### config.mk
export PLATFORM = sky130hd
export DESIGN_NAME = map_bck_ctrl
export DESIGN_NICKNAME = d
export VERILOG_FILES = /design/src/rtl/map_bck_ctrl.sv
export SDC_FILE = /design/constraint.sdc
export NUM_CORES = 1
export LEC_CHECK = 0
export ABC_AREA = 1
export CAP_MARGIN = 15
export CORE_ASPECT_RATIO = 0.7
export CORE_UTILIZATION = 30
export CTS_CLUSTER_SIZE = 24
export DETAILED_ROUTE_END_ITERATION = 16
export HOLD_SLACK_MARGIN = 0.05
export SYNTH_ARGS = -nofsm -noshare
export SYNTH_HDL_FRONTEND = slang
export SYNTH_SLANG_ARGS = --single-unit
export TNS_END_PERCENT = 30
### constraint.sdc
create_clock -name clk -period 1.8 [get_ports clk]
set_input_delay 0.36 -clock clk [delete_from_list [all_inputs] [get_ports clk]]
set_output_delay 0.36 -clock clk [all_outputs]
set_load 0.005 [all_outputs]
### src/rtl/map_bck_ctrl.sv
// map_bck_ctrl: sequencing controller for the backward (beta) recursion of the
// MAP decoder. Walks the beta SRAM from the trellis end (N) down to index 0
// using a read / wait / write cadence per step.
// Optional feature macro: MAP_BCK_LLR_HANDOFF_EN (drives llr_valid/llr_addr
// on every recursion write); when undefined both outputs are tied to 0.
module map_bck_ctrl #(
    parameter int ADDR_W   = 8,
    parameter int PIPE_LAT = 3
) (
    input  logic              clk,
    input  logic              rst,
    input  logic              start,
    input  logic              abort,
    input  logic [ADDR_W-1:0] blk_len,
    output logic [ADDR_W-1:0] bd_addr,
    output logic              w_r_b,
    output logic              init_load,
    output logic              busy,
    output logic              done,
    output logic              err,
    output logic [ADDR_W-1:0] step_idx,
    output logic              llr_valid,
    output logic [ADDR_W-1:0] llr_addr
);

    typedef enum logic [2:0] {
        S_IDLE,
        S_INIT,
        S_READ,
        S_WAIT,
        S_WRITE,
        S_DONE
    } state_t;

    // WAIT lasts PIPE_LAT-1 cycles: counter loads PIPE_LAT-2 and exits at 0.
    localparam logic [3:0] WAIT_LOAD = 4'(PIPE_LAT - 2);
    localparam logic [ADDR_W-1:0] ONE = ADDR_W'(1);

    state_t     state;
    logic [3:0] wait_cnt;

    // Main FSM: every output is registered with the value for the state being entered.
    always_ff @(posedge clk) begin
        if (rst) begin
            state     <= S_IDLE;
            wait_cnt  <= '0;
            bd_addr   <= '0;
            w_r_b     <= 1'b0;
            init_load <= 1'b0;
            busy      <= 1'b0;
            done      <= 1'b0;
            err       <= 1'b0;
            step_idx  <= '0;
        end else begin
            init_load <= 1'b0;
            done      <= 1'b0;
            if (state != S_IDLE && abort) begin
                state <= S_IDLE;
                w_r_b <= 1'b0;
                busy  <= 1'b0;
            end else begin
                case (state)
                    S_IDLE: begin
                        if (start) begin
                            busy <= 1'b1;
                            if (blk_len == '0) begin
                                state <= S_DONE;
                                done  <= 1'b1;
                                err   <= 1'b1;
                            end else begin
                                state     <= S_INIT;
                                err       <= 1'b0;
                                bd_addr   <= blk_len;
                                w_r_b     <= 1'b1;
                                init_load <= 1'b1;
                                step_idx  <= blk_len;
                            end
                        end
                    end
                    S_INIT: begin
                        state   <= S_READ;
                        bd_addr <= step_idx;
                        w_r_b   <= 1'b0;
                    end
                    S_READ: begin
                        state    <= S_WAIT;
                        wait_cnt <= WAIT_LOAD;
                    end
                    S_WAIT: begin
                        if (wait_cnt == '0) begin
                            state   <= S_WRITE;
                            bd_addr <= step_idx - ONE;
                            w_r_b   <= 1'b1;
                        end else begin
                            wait_cnt <= wait_cnt - 4'd1;
                        end
                    end
                    S_WRITE: begin
                        w_r_b <= 1'b0;
                        if (step_idx == ONE) begin
                            state <= S_DONE;
                            done  <= 1'b1;
                        end else begin
                            state    <= S_READ;
                            step_idx <= step_idx - ONE;
                            bd_addr  <= step_idx - ONE;
                        end
                    end
                    S_DONE: begin
                        state <= S_IDLE;
                        busy  <= 1'b0;
                    end
                    default: begin
                        state <= S_IDLE;
                        w_r_b <= 1'b0;
                        busy  <= 1'b0;
                    end
                endcase
            end
        end
    end

`ifdef MAP_BCK_LLR_HANDOFF_EN
    logic llr_fire;
    assign llr_fire = (state == S_WAIT) && (wait_cnt == '0) && !abort;

    // Hand each freshly written beta index to the LLR stage, aligned with the write.
    always_ff @(posedge clk) begin
        if (rst) begin
            llr_valid <= 1'b0;
            llr_addr  <= '0;
        end else begin
            llr_valid <= llr_fire;
            if (llr_fire) begin
                llr_addr <= step_idx - ONE;
            end
        end
    end
`else
    assign llr_valid = 1'b0;
    assign llr_addr  = '0;
`endif

endmodule

[Word level (Yosys, flattened, before mapping)]
Cells that the tools add are included.
Operators by class
  add/sub/neg operators: 2
  multiplexer cells: 24
  equal/unequal tests: 11
  bitwise logic cells: 5
  reduce and logical (&&, ||, !) cells: 19
Operators by type and width (count)
  8-bit two-way mux: 4
  8-bit one-hot mux with 4 select lines: 1
  8-bit one-hot mux with 2 select lines: 1
  3-bit one-hot mux with 5 select lines: 1
  3-bit two-way mux: 4
  2-bit != test, second input constant: 5
  8-bit by 1-bit equality test with 1-bit output, second input constant: 1
  8-bit logical NOT: 1
  1-bit two-way mux: 8
  4-bit one-hot mux with 2 select lines: 1
  4-bit OR reduction: 2
  8-bit by 1-bit subtractor with 8-bit output, second input constant: 1
  3-bit by 2-bit equality test with 1-bit output, second input constant: 2
  3-bit equality test, second input constant: 2
  3-bit AND reduction: 2
  6-bit AND reduction: 1
  1-bit inverter: 5
  5-bit AND reduction: 1
  4-bit logical NOT: 1
  4-bit two-way mux: 1
  1-bit one-hot mux with 2 select lines: 2
  2-bit AND reduction: 2
  4-bit AND reduction: 1
  2-bit nonzero test: 2
  8 further kinds: 9
Word-level totals
  logic and storage cells: 70
  bits of input ports: 12
  bits in registers: 28

[Depth between registers and ports, before layout]
Gate-level depths: netlist (run 1).
  word-level depth: 4
  depth in mapped cells: 11
  mapped depth without buffers: 11

[Least setup slack after synthesis (run 1)]
OpenSTA, ideal clock, no wires.
  path kind: register to register
  start: reg step_idx[0]
  end: reg step_idx[6]
  cell stages (with the launch flop): 9
  period minus slack after synthesis: 1459 ps
  buffers on the path: 1
  data arrival time: 1347 ps
  slack: 341 ps
  setup time: 111 ps
  cells stage by stage: dfxtp_1 ha_1 nor3b_1 nand3_2 nand3_2 buf_6 nand2_1 nand2_1 nor2_1
Between the ends
  word-level cells in the longest chain between the ends: 3
  elaborated cells between the ends (all ways): 6
RTL lines
  start, declared: RTL line 21  | output logic [ADDR_W-1:0] step_idx,
  start signal, assigned: RTL line 76  | step_idx <= blk_len;
  start signal, assigned: RTL line 105  | step_idx <= step_idx - ONE;
  8-bit by 1-bit subtractor with 8-bit output / 8-bit by 1-bit equality test with 1-bit output (equally long branches): RTL line 105, 100
  8-bit two-way mux / 2-bit != test (equally long branches)
  8-bit one-hot mux with 2 select lines / 5-bit AND reduction (equally long branches)
Several ways; a longest one is shown, not always the timed one. The select of a mux whose other input is x is not followed.
A chain may end at the register's enable or synchronous reset.

[Final worst setup path (run 1)]
  start: in blk_len[5]
  end: reg step_idx[0]
Between the ends
  word-level cells in the longest chain between the ends: 3
RTL lines
  start, declared: RTL line 14  | input logic [ADDR_W-1:0] blk_len,
  8-bit logical NOT: RTL line 66  | if (blk_len == '0) begin
  2-bit != test (no source line)
  5-bit AND reduction (no source line)
No other way between the ends.

==> impl_metrics.env, run 1 <==
export IMPL_holdWs_ns=0.480
export IMPL_r2r_end="step_idx[0]$_SDFFE_PP0P_"
export IMPL_start_util_pct=31.5
export IMPL_post_route_util_pct=40.1
export IMPL_slowest_delay_ns=0.44
export IMPL_worstHoldPathCells=2
export IMPL_reg2reg_slack_ns=0.17
export IMPL_fp_dieW_um=95.2
export IMPL_nNetsFinal=360
export IMPL_place_congestion=0.881
export IMPL_ctsHoldBuffers=0
export IMPL_synthFlopType="dfxtp_1"
export IMPL_cp_required_ns=1.97
export IMPL_ir_worst_vdd_uv=438
export IMPL_post_route_period_util_pct=93.3
export IMPL_cts_setup_buffers=0
export IMPL_reg2reg_depth=8
export IMPL_fin_tns_setup_ns=0
export IMPL_drc=0
export IMPL_async_reset_ff_share_pct=0
export IMPL_critPathSlowestCell="clkdlybuf4s50_1"
export IMPL_p_leak_nw=1.13
export IMPL_switchingPower_mw=0.944
export IMPL_viasPerCell=4.45
export IMPL_hold_path_class="flip-flop to flip-flop"
export IMPL_cpLargestDelayFamily="simple AND/OR/NAND/NOR gates"
export IMPL_finalClockSkew_ns=0.00505
export IMPL_setup_viol=0
export IMPL_synthTopCellsByCount="nand2_1 (102), nor2_1 (46), inv_1 (34)"
export IMPL_cts_made_buffers=3
export IMPL_post_dp_cell_area_um2=2250
export IMPL_intPower_mw=1.45
export IMPL_yosys_area_top_type="dfxtp_1"
export IMPL_min_period_ns=1.68
export IMPL_cts_tree="done"
export IMPL_grt_pass1_vias=1567
export IMPL_crit_fanout=5
export IMPL_reg2reg_from="step_idx[1]$_SDFFE_PP0P_"
export IMPL_final_area_um2=2320
export IMPL_yosysWarnings=0
export IMPL_min_from="err$_SDFFE_PP0P_"
export IMPL_drtIter0Drc=157
export IMPL_dr_pass1_iters=4
export IMPL_final_hold_viol_count=0
export IMPL_crit_chain="clkdlybuf4s50_1 -> nor2_1 -> nand2_1 -> nor2_1 -> nand2_2 -> nand2_2 -> inv_1 -> nand3_1 -> a21oi_1"
export IMPL_end_kind="flip-flop"
export IMPL_core_area_um2=5780
export IMPL_syn_cell_area_um2=1820
export IMPL_crit_type="input pin to flip-flop"
export IMPL_synth_seq_area_share_pct=30.7
export IMPL_synth_distinct_cells=29
export IMPL_drv_cap=0
export IMPL_clock_path_buffers=2
export IMPL_status="complete, no violations"
export IMPL_vias=1860
export IMPL_comb_power_share_pct=47.3
export IMPL_io_pins=42
export IMPL_dieArea_um2=6400
export IMPL_ys_seq_elements=28
export IMPL_die_y_um=67.2
export IMPL_start_kind="input pin"
export IMPL_fin_total_pwr_mw=2.40
export IMPL_grt_max_degree=17
export IMPL_synth_top_cells_by_area="dfxtp_1 (31%), nand2_1 (21%), nor2_1 (9.5%), inv_1 (7.0%), nand3_1 (4.7%)"
export IMPL_postSynthCellCount=300
export IMPL_area_growth_pct=27.1
export IMPL_fmax_ghz=0.595
export IMPL_drt_total_wl_um=4900
export IMPL_seqPwrFrac_pct=36.1
export IMPL_wl_per_cell_um=11.7
export IMPL_ant_nets=0
export IMPL_overflow=0
export IMPL_syn_mean_instance_area_um2=6.08
export IMPL_grt_setup_unrepaired="no"
export IMPL_ctsResizeCount=0
export IMPL_pwr_share_clk_pct=16.7
export IMPL_power_density_nw_per_um2=1030
export IMPL_path_clk_slew_ns=0.09
export IMPL_diodes=0
export IMPL_drv_slew=0
export IMPL_port_buffers=32
export IMPL_cts_sinks=28
export IMPL_synth_edf_count=0
export IMPL_critPathBufInv=2
export IMPL_cts_htree_levels=1
export IMPL_worstSkewPairLatency_ns=0.28
export IMPL_num_rows=23
export IMPL_min_to="err$_SDFFE_PP0P_"
export IMPL_hpwl_um=3750
export IMPL_clock_root_buffer="clkbuf_8"
export IMPL_switching_share_pct=39.4
export IMPL_critPathArrivalTime_ns=1.85
export IMPL_drive_gt1_share_pct=9.91
export IMPL_grt_pass1_wl_um=7870
export IMPL_antenna_found_initial=0
export IMPL_synth_most_common_cell="nand2_1"
export IMPL_grt_use_total_pct=16.4
export IMPL_synth_top_cell_area_share_pct=30.7
## through the flow
stage               std cells  worst slack, ns
finish                    418            0.121
global route              418           0.0104
CTS                       418            0.101
detailed placement        414          -0.0541
global placement          414          -0.0255
floorplan                 308            0.341
## tightest hold or removal path, stage by stage, from the launching register on
cell and delay, ns:
dfxtp_1 0.33, nand2_1 0.06, a21oi_1 0.05
## power groups by stage
stage	clock, mW	sequential, mW	combinational (mW)
floorplan	0	0.872	0.706
global placement	0	0.873	1.13
detailed placement	0	0.877	1.12
CTS	0.423	0.864	1.13
global route	0.448	0.883	1.28
finish	0.400	0.864	1.13
## cell type report
type	count	area, um2
flip-flops and latches	28	563
inverters	38	148
repair buffers	43	403
fillers	617	3470
clock buffers	4	55.1
multi-input cells	230	1050
well taps	75	93.8
## sequential cells by signal (all words and copies together) (netlist names)
| register | cells |
|---|---|
| bd_addr | 8 |
| step_idx | 8 |
| wait_cnt | 4 |
| state | 3 |
| busy | 1 |
| done | 1 |
| err | 1 |
| init_load | 1 |
| w_r_b | 1 |
## metal layers
| metal | part of all wire [%] | vias to the layer above | global-route usage [%] |
|---|---|---|---|
| met2 | 38 | 56 | 21.7 |
| li1 | - | 1005 | - |
| met4 | 0.69 | 0 | 4.36 |
| met1 | 54 | 797 | 25.5 |
| met5 | 0 | - | 0 |
| met3 | 6.9 | 2 | 3.72 |
## kinds of logic after synthesis
logic type,count (synthesis),synth area share [%]
simple gates,183,42.6
xor+xnor,1,0.481
fa+ha+maj,4,2.75
buf+inv,50,13.5
other cells,1,0.206
flops,28,30.7
compound gates,33,9.75
## worst max-delay path by stage
stage / from / end / cells past startpoint
global route: step_idx[1]$_SDFFE_PP0P_ / bd_addr[2]$_SDFFE_PP0P_ / 9
global placement: blk_len[5] / step_idx[0]$_SDFFE_PP0P_ / 9
CTS: state[1]$_SDFFE_PP0P_ / bd_addr[4]$_SDFFE_PP0P_ / 9
detailed placement: blk_len[5] / step_idx[1]$_SDFFE_PP0P_ / 8
finish: blk_len[5] / step_idx[0]$_SDFFE_PP0P_ / 9
floorplan: step_idx[0]$_SDFFE_PP0P_ / step_idx[6]$_SDFFE_PP0P_ / 8
## placed cells by master, fill, tap and decap left out
| master | count |
|---|---|
| a211oi_1 | 1 |
| a21oi_1 | 11 |
| a221oi_1 | 1 |
| buf_4 | 11 |
| clkbuf_8 | 4 |
| clkdlybuf4s50_1 | 32 |
| clkinv_4 | 1 |
| conb_1 | 9 |
| dfxtp_1 | 26 |
| dfxtp_2 | 2 |
| ha_1 | 4 |
| inv_1 | 34 |
| inv_2 | 3 |
| nand2_1 | 102 |
| nand2_2 | 6 |
| nand2_4 | 1 |
| nand3_1 | 17 |
| nand3_2 | 2 |
| nand3_4 | 1 |
| nand4_1 | 1 |
| nor2_1 | 46 |
| nor2_2 | 1 |
| nor2_4 | 2 |
| nor3_1 | 3 |
| nor3b_1 | 1 |
| o2111ai_1 | 1 |
| o211ai_1 | 1 |
| o21ai_0 | 17 |
| o21ai_1 | 1 |
| xnor2_1 | 1 |
(Power assumes the default switching activity.)
==> run 2: changes to the inputs <==
--- a/constraint.sdc
+++ b/constraint.sdc
@@ -3,2 +3,2 @@
 set_output_delay 0.36 -clock clk [all_outputs]
-set_load 0.005 [all_outputs]
+set_load 0.05 [all_outputs]
==> run 2 against run 1 <==
Utilization fell by 0.52 points. Clock skew shrank 0.0014 ns. Worst setup slack improved by 0.091 ns. Clock power rose by 28%. Sequential cell count unchanged. Via count increased by 0.43%. Critical endpoint is now step_idx[3]$_SDFFE_PP0P_. Largest cell class unchanged.
==> impl_metrics.env, run 2 (synthesized netlist as in run 1, its figures left out) <==
export IMPL_status="complete, no violations"
export IMPL_dr_pass1_iters=4
export IMPL_viasPerCell=4.45
export IMPL_final_area_um2=2290
export IMPL_grt_pass1_vias=1611
export IMPL_critPathBufInv=0
export IMPL_cts_tree="done"
export IMPL_clock_root_buffer="clkbuf_8"
export IMPL_dieArea_um2=6400
export IMPL_wl_per_cell_um=11.8
export IMPL_grt_pass1_wl_um=7970
export IMPL_grt_setup_unrepaired="no"
export IMPL_ant_nets=0
export IMPL_num_rows=23
export IMPL_final_common_cell="nand2_1"
export IMPL_grt_max_degree=17
export IMPL_fillers=640
export IMPL_area_growth_pct=25.5
export IMPL_hold_path_class="flip-flop to flip-flop"
export IMPL_p_leak_nw=1.18
export IMPL_grt_use_total_pct=16.3
export IMPL_ir_worst_vdd_uv=557
export IMPL_ctsHoldBuffers=0
export IMPL_end_kind="flip-flop"
export IMPL_drt_total_wl_um=4940
export IMPL_crit_chain="ha_1 -> nor3b_1 -> nand3_2 -> nand3_2 -> nand2_1 -> a21oi_1"
export IMPL_ctsResizeCount=0
export IMPL_finalWorstSetupSlack_ns=0.212
export IMPL_drv_cap=0
export IMPL_start_kind="flip-flop"
export IMPL_drc=0
export IMPL_final_hold_viol_count=0
export IMPL_cts_made_buffers=3
export IMPL_min_period_ns=1.59
export IMPL_core_area_um2=5780
export IMPL_fin_total_pwr_mw=2.86
export IMPL_power_density_nw_per_um2=1250
export IMPL_drv_slew=0
export IMPL_critPathMostFrequentCell="nand3_2"
export IMPL_setup_viol=0
export IMPL_overflow=0
export IMPL_hpwl_um=3830
export IMPL_place_ws_ns=0.0156
export IMPL_fp_dieW_um=95.2
export IMPL_diodes=0
export IMPL_worstSkewPairLatency_ns=0.28
export IMPL_vias=1868
export IMPL_clock_path_buffers=2
export IMPL_place_congestion=0.908
export IMPL_drive_gt1_share_pct=16.2
export IMPL_port_buffers=32
export IMPL_finalClockSkew_ns=0.00363
export IMPL_post_route_period_util_pct=88.2
export IMPL_cp_required_ns=2.02
export IMPL_critPathSlowestCell="dfxtp_2"
export IMPL_start_util_pct=31.5
export IMPL_path_clk_slew_ns=0.10
export IMPL_crit_fanout=11
export IMPL_fmax_ghz=0.630
export IMPL_drtIter0Drc=107
export IMPL_io_pins=42
export IMPL_cts_sinks=28
export IMPL_antenna_found_initial=0
export IMPL_post_dp_cell_area_um2=2220
export IMPL_nNetsFinal=362
export IMPL_die_y_um=67.2
export IMPL_final_cell_mix="nand2_1 (102), nor2_1 (46), inv_1 (34), buf_4 (34), dfxtp_1 (27)"
export IMPL_top_regs="bd_addr: 8 flops, step_idx: 8 flops, wait_cnt: 4 flops"
export IMPL_critPathArrivalTime_ns=1.81
export IMPL_cts_htree_levels=1
export IMPL_cts_setup_buffers=0
export IMPL_slowest_delay_ns=0.41
export IMPL_seq_area_um2=562
export IMPL_multi_input_area_um2=1050
export IMPL_cpLargestDelayFamily="simple AND/OR/NAND/NOR gates"
export IMPL_crit_type="flip-flop to flip-flop"
run 2: final cells by class:
class / instances / area share [%]
Clock buffer: 3 / 1.81
Inverter: 38 / 6.46
Sequential cell: 28 / 24.6
Timing Repair Buffer: 45 / 16.0
Clock inverter: 1 / 1.31
Multi-Input combinational cell: 230 / 45.8
Tap cell: 75 / 4.10
run 2: final timing paths:
| kind | start | end | slack [ns] | cells after the start |
|---|---|---|---|---|
| worst max-delay path | step_idx[0]$_SDFFE_PP0P_ | step_idx[3]$_SDFFE_PP0P_ | 0.21 | 6 |
| worst min-delay path | err$_SDFFE_PP0P_ | err$_SDFFE_PP0P_ | 0.48 | 2 |
| worst max register to register | step_idx[0]$_SDFFE_PP0P_ | step_idx[3]$_SDFFE_PP0P_ | 0.21 | 6 |
| worst min register to register | err$_SDFFE_PP0P_ | err$_SDFFE_PP0P_ | 0.48 | 2 |
run 2: stage by stage:
stage | cells | setup TNS, ns | utilization [%] | hold WS [ns]
floorplan | 308 | -0.126 | - | 0.422
global placement | 416 | -0.0434 | 38.3 | 0.464
detailed placement | 416 | 0 | 38.3 | 0.469
CTS | 420 | 0 | 39.5 | 0.487
global route | 420 | 0 | 39.5 | 0.500
finish | 420 | 0 | 39.5 | 0.479
run 2: per-layer routing:
| metal | up-vias | global-route usage [%] | wire length (um) |
|---|---|---|---|
| met3 | 2 | 3.83 | 411 |
| met1 | 802 | 25.5 | 2670 |
| met2 | 63 | 21.6 | 1820 |
| li1 | 1001 | - | - |
| met5 | - | 0 | 0 |
| met4 | 0 | 3.98 | 31 |
run 2: where the power goes:
part	total [mW]	internal, mW	switching [mW]
combinational	1.48	0.458	1.03
clock	0.514	0.298	0.215
sequential	0.861	0.754	0.107
run 2: worst reg2reg max path, stage by stage, from the launching register on:
cell and delay (ns):
dfxtp_2 0.41, ha_1 0.16, nor3b_1 0.27, nand3_2 0.21
nand3_2 0.25, nand2_1 0.08, a21oi_1 0.14
==> run 3: changes to the inputs <==
RECOVER_POWER = 50   (was not set)
==> run 3 against run 2 <==
Sequential share of layout area is 0.80 points higher. Combinational power decreased by 5%. Power down 3.0%. Die area unchanged. Clock power is essentially flat. Hold slack lost 0.0018 ns. Sequential cell count did not move. Critical path depth rose by 3. Non-clock buffer count is the same. Largest cell class unchanged. Largest power group unchanged. Highest routed layer unchanged.
==> impl_metrics.env, run 3 (synthesized netlist as in run 1, its figures left out) <==
export IMPL_cts_tree="done"
export IMPL_crit_type="flip-flop to flip-flop"
export IMPL_fp_dieW_um=95.2
export IMPL_critPathMostFrequentCell="nand2_1"
export IMPL_reg2reg_from="state[2]$_SDFFE_PP0P_"
export IMPL_clock_root_buffer="clkbuf_8"
export IMPL_drc=0
export IMPL_status="complete, no violations"
export IMPL_final_common_cell="nand2_1"
export IMPL_fmax_ghz=0.623
export IMPL_drt_total_wl_um=4930
export IMPL_port_buffers=32
export IMPL_fin_total_pwr_mw=2.77
export IMPL_final_hold_viol_count=0
export IMPL_ant_nets=0
export IMPL_max_slew_margin_pct=60.0
export IMPL_fillers=654
export IMPL_hold_path_class="flip-flop to flip-flop"
export IMPL_drv_cap=0
export IMPL_dieArea_um2=6400
export IMPL_top_regs="bd_addr: 8 flops, step_idx: 8 flops, wait_cnt: 4 flops"
export IMPL_post_route_util_pct=38.3
export IMPL_cts_sinks=28
export IMPL_ctsHoldBuffers=0
export IMPL_p_leak_nw=1.12
export IMPL_power_density_nw_per_um2=1250
export IMPL_cts_htree_levels=1
export IMPL_r2r_end="bd_addr[3]$_SDFFE_PP0P_"
export IMPL_finalClockSkew_ns=0.00354
export IMPL_worstSkewPairLatency_ns=0.28
export IMPL_critPathSlowestCell="dfxtp_1"
export IMPL_grt_use_total_pct=16.3
export IMPL_slowest_delay_ns=0.50
export IMPL_die_y_um=67.2
export IMPL_grt_pass1_wl_um=7970
export IMPL_area_growth_pct=21.5
export IMPL_crit_chain="inv_1 -> nand2_1 -> inv_2 -> nand2_2 -> nand2_2 -> nor2_4 -> nand2_1 -> nand2_1 -> nor2_1"
export IMPL_dr_pass1_iters=5
export IMPL_setup_viol=0
export IMPL_cp_required_ns=1.99
export IMPL_wl_per_cell_um=11.7
export IMPL_cts_made_buffers=3
export IMPL_min_period_ns=1.61
export IMPL_path_clk_slew_ns=0.10
export IMPL_start_kind="flip-flop"
export IMPL_io_pins=42
export IMPL_end_kind="flip-flop"
export IMPL_grt_setup_unrepaired="no"
export IMPL_min_to="err$_SDFFE_PP0P_"
export IMPL_min_from="err$_SDFFE_PP0P_"
export IMPL_worstHoldPathCells=2
export IMPL_hpwl_um=3830
export IMPL_start_util_pct=31.5
export IMPL_viasPerCell=4.43
export IMPL_reg2reg_slack_ns=0.19
export IMPL_max_slew_worst_pin_slew_ns=0.602
export IMPL_antenna_found_initial=0
export IMPL_overflow=0
export IMPL_drtIter0Drc=114
export IMPL_crit_fanout=10
export IMPL_drive_gt1_share_pct=11.6
export IMPL_final_cell_mix="nand2_1 (103), nor2_1 (46), inv_1 (35)"
export IMPL_drv_slew=0
export IMPL_fin_tns_setup_ns=0
export IMPL_vias=1862
export IMPL_grt_max_degree=17
export IMPL_diodes=0
export IMPL_place_ws_ns=0.0156
export IMPL_grt_pass1_vias=1611
export IMPL_post_route_period_util_pct=89.2
export IMPL_holdWs_ns=0.477
export IMPL_finalWorstSetupSlack_ns=0.194
export IMPL_reg2reg_depth=9
export IMPL_cts_setup_buffers=0
export IMPL_place_congestion=0.908
export IMPL_ctsResizeCount=0
export IMPL_num_rows=23
export IMPL_core_area_um2=5780
export IMPL_clock_path_buffers=2
export IMPL_nNetsFinal=362
export IMPL_ir_worst_vdd_uv=529
export IMPL_critPathArrivalTime_ns=1.80
## run 3: cell types whose count changed in the layout (fill, tap and decap cells not counted), sizes merged
cell,change
buf,-21
clkbuf,+21
## run 3: layer usage
metal | global-route usage [%] | wire length [um]
met1 | 25.5 | 2710
met5 | 0 | 0
met4 | 3.98 | 40
met2 | 21.6 | 1810
met3 | 3.83 | 374
## run 3: final cells by class
class | instances | area (um2) | area share (%)
Timing Repair Buffer | 45 | 295 | 13.3
Sequential cell | 28 | 562 | 25.4
Multi-Input combinational cell | 230 | 1040 | 47.2
Clock buffer | 3 | 41.3 | 1.86
Tap cell | 75 | 93.8 | 4.24
Inverter | 38 | 148 | 6.67
Clock inverter | 1 | 30.0 | 1.36
## run 3: where the power goes
group / switching, mW / leakage (nW) / internal [mW] / total [mW]
clock: 0.216 / 0.0357 / 0.298 / 0.514
sequential: 0.104 / 0.231 / 0.754 / 0.858
combinational: 1.03 / 0.853 / 0.375 / 1.40
## run 3: through the flow
step,cells,instance area (um2)
floorplan,308,1850
global placement,416,2220
detailed placement,416,2220
CTS,420,2290
global route,420,2210
finish,420,2210
## run 3: worst max-delay path: cells and delay by family (launching register included)
| family | cells | cell delay [ns] |
|---|---|---|
| buffers and inverters | 2 | 0.21 |
| and+or+nand+nor | 7 | 0.79 |
| DFF | 1 | 0.50 |
## run 3: how the worst max path moves through the flow
stage                     depth (start not counted)                  endpoint                startpoint  slack, ns
after global routing                              7  step_idx[2]$_SDFFE_PP0P_  step_idx[1]$_SDFFE_PP0P_       0.01
after global placement                           10   bd_addr[0]$_SDFFE_PP0P_                blk_len[0]      -0.01
after CTS                                         6  step_idx[2]$_SDFFE_PP0P_  step_idx[0]$_SDFFE_PP0P_       0.21
final                                             9   bd_addr[3]$_SDFFE_PP0P_     state[2]$_SDFFE_PP0P_       0.19
after floorplan                                   9   bd_addr[0]$_SDFFE_PP0P_  step_idx[1]$_SDFFE_PP0P_      -0.03
after detailed placement                         10   bd_addr[3]$_SDFFE_PP0P_                blk_len[3]       0.02
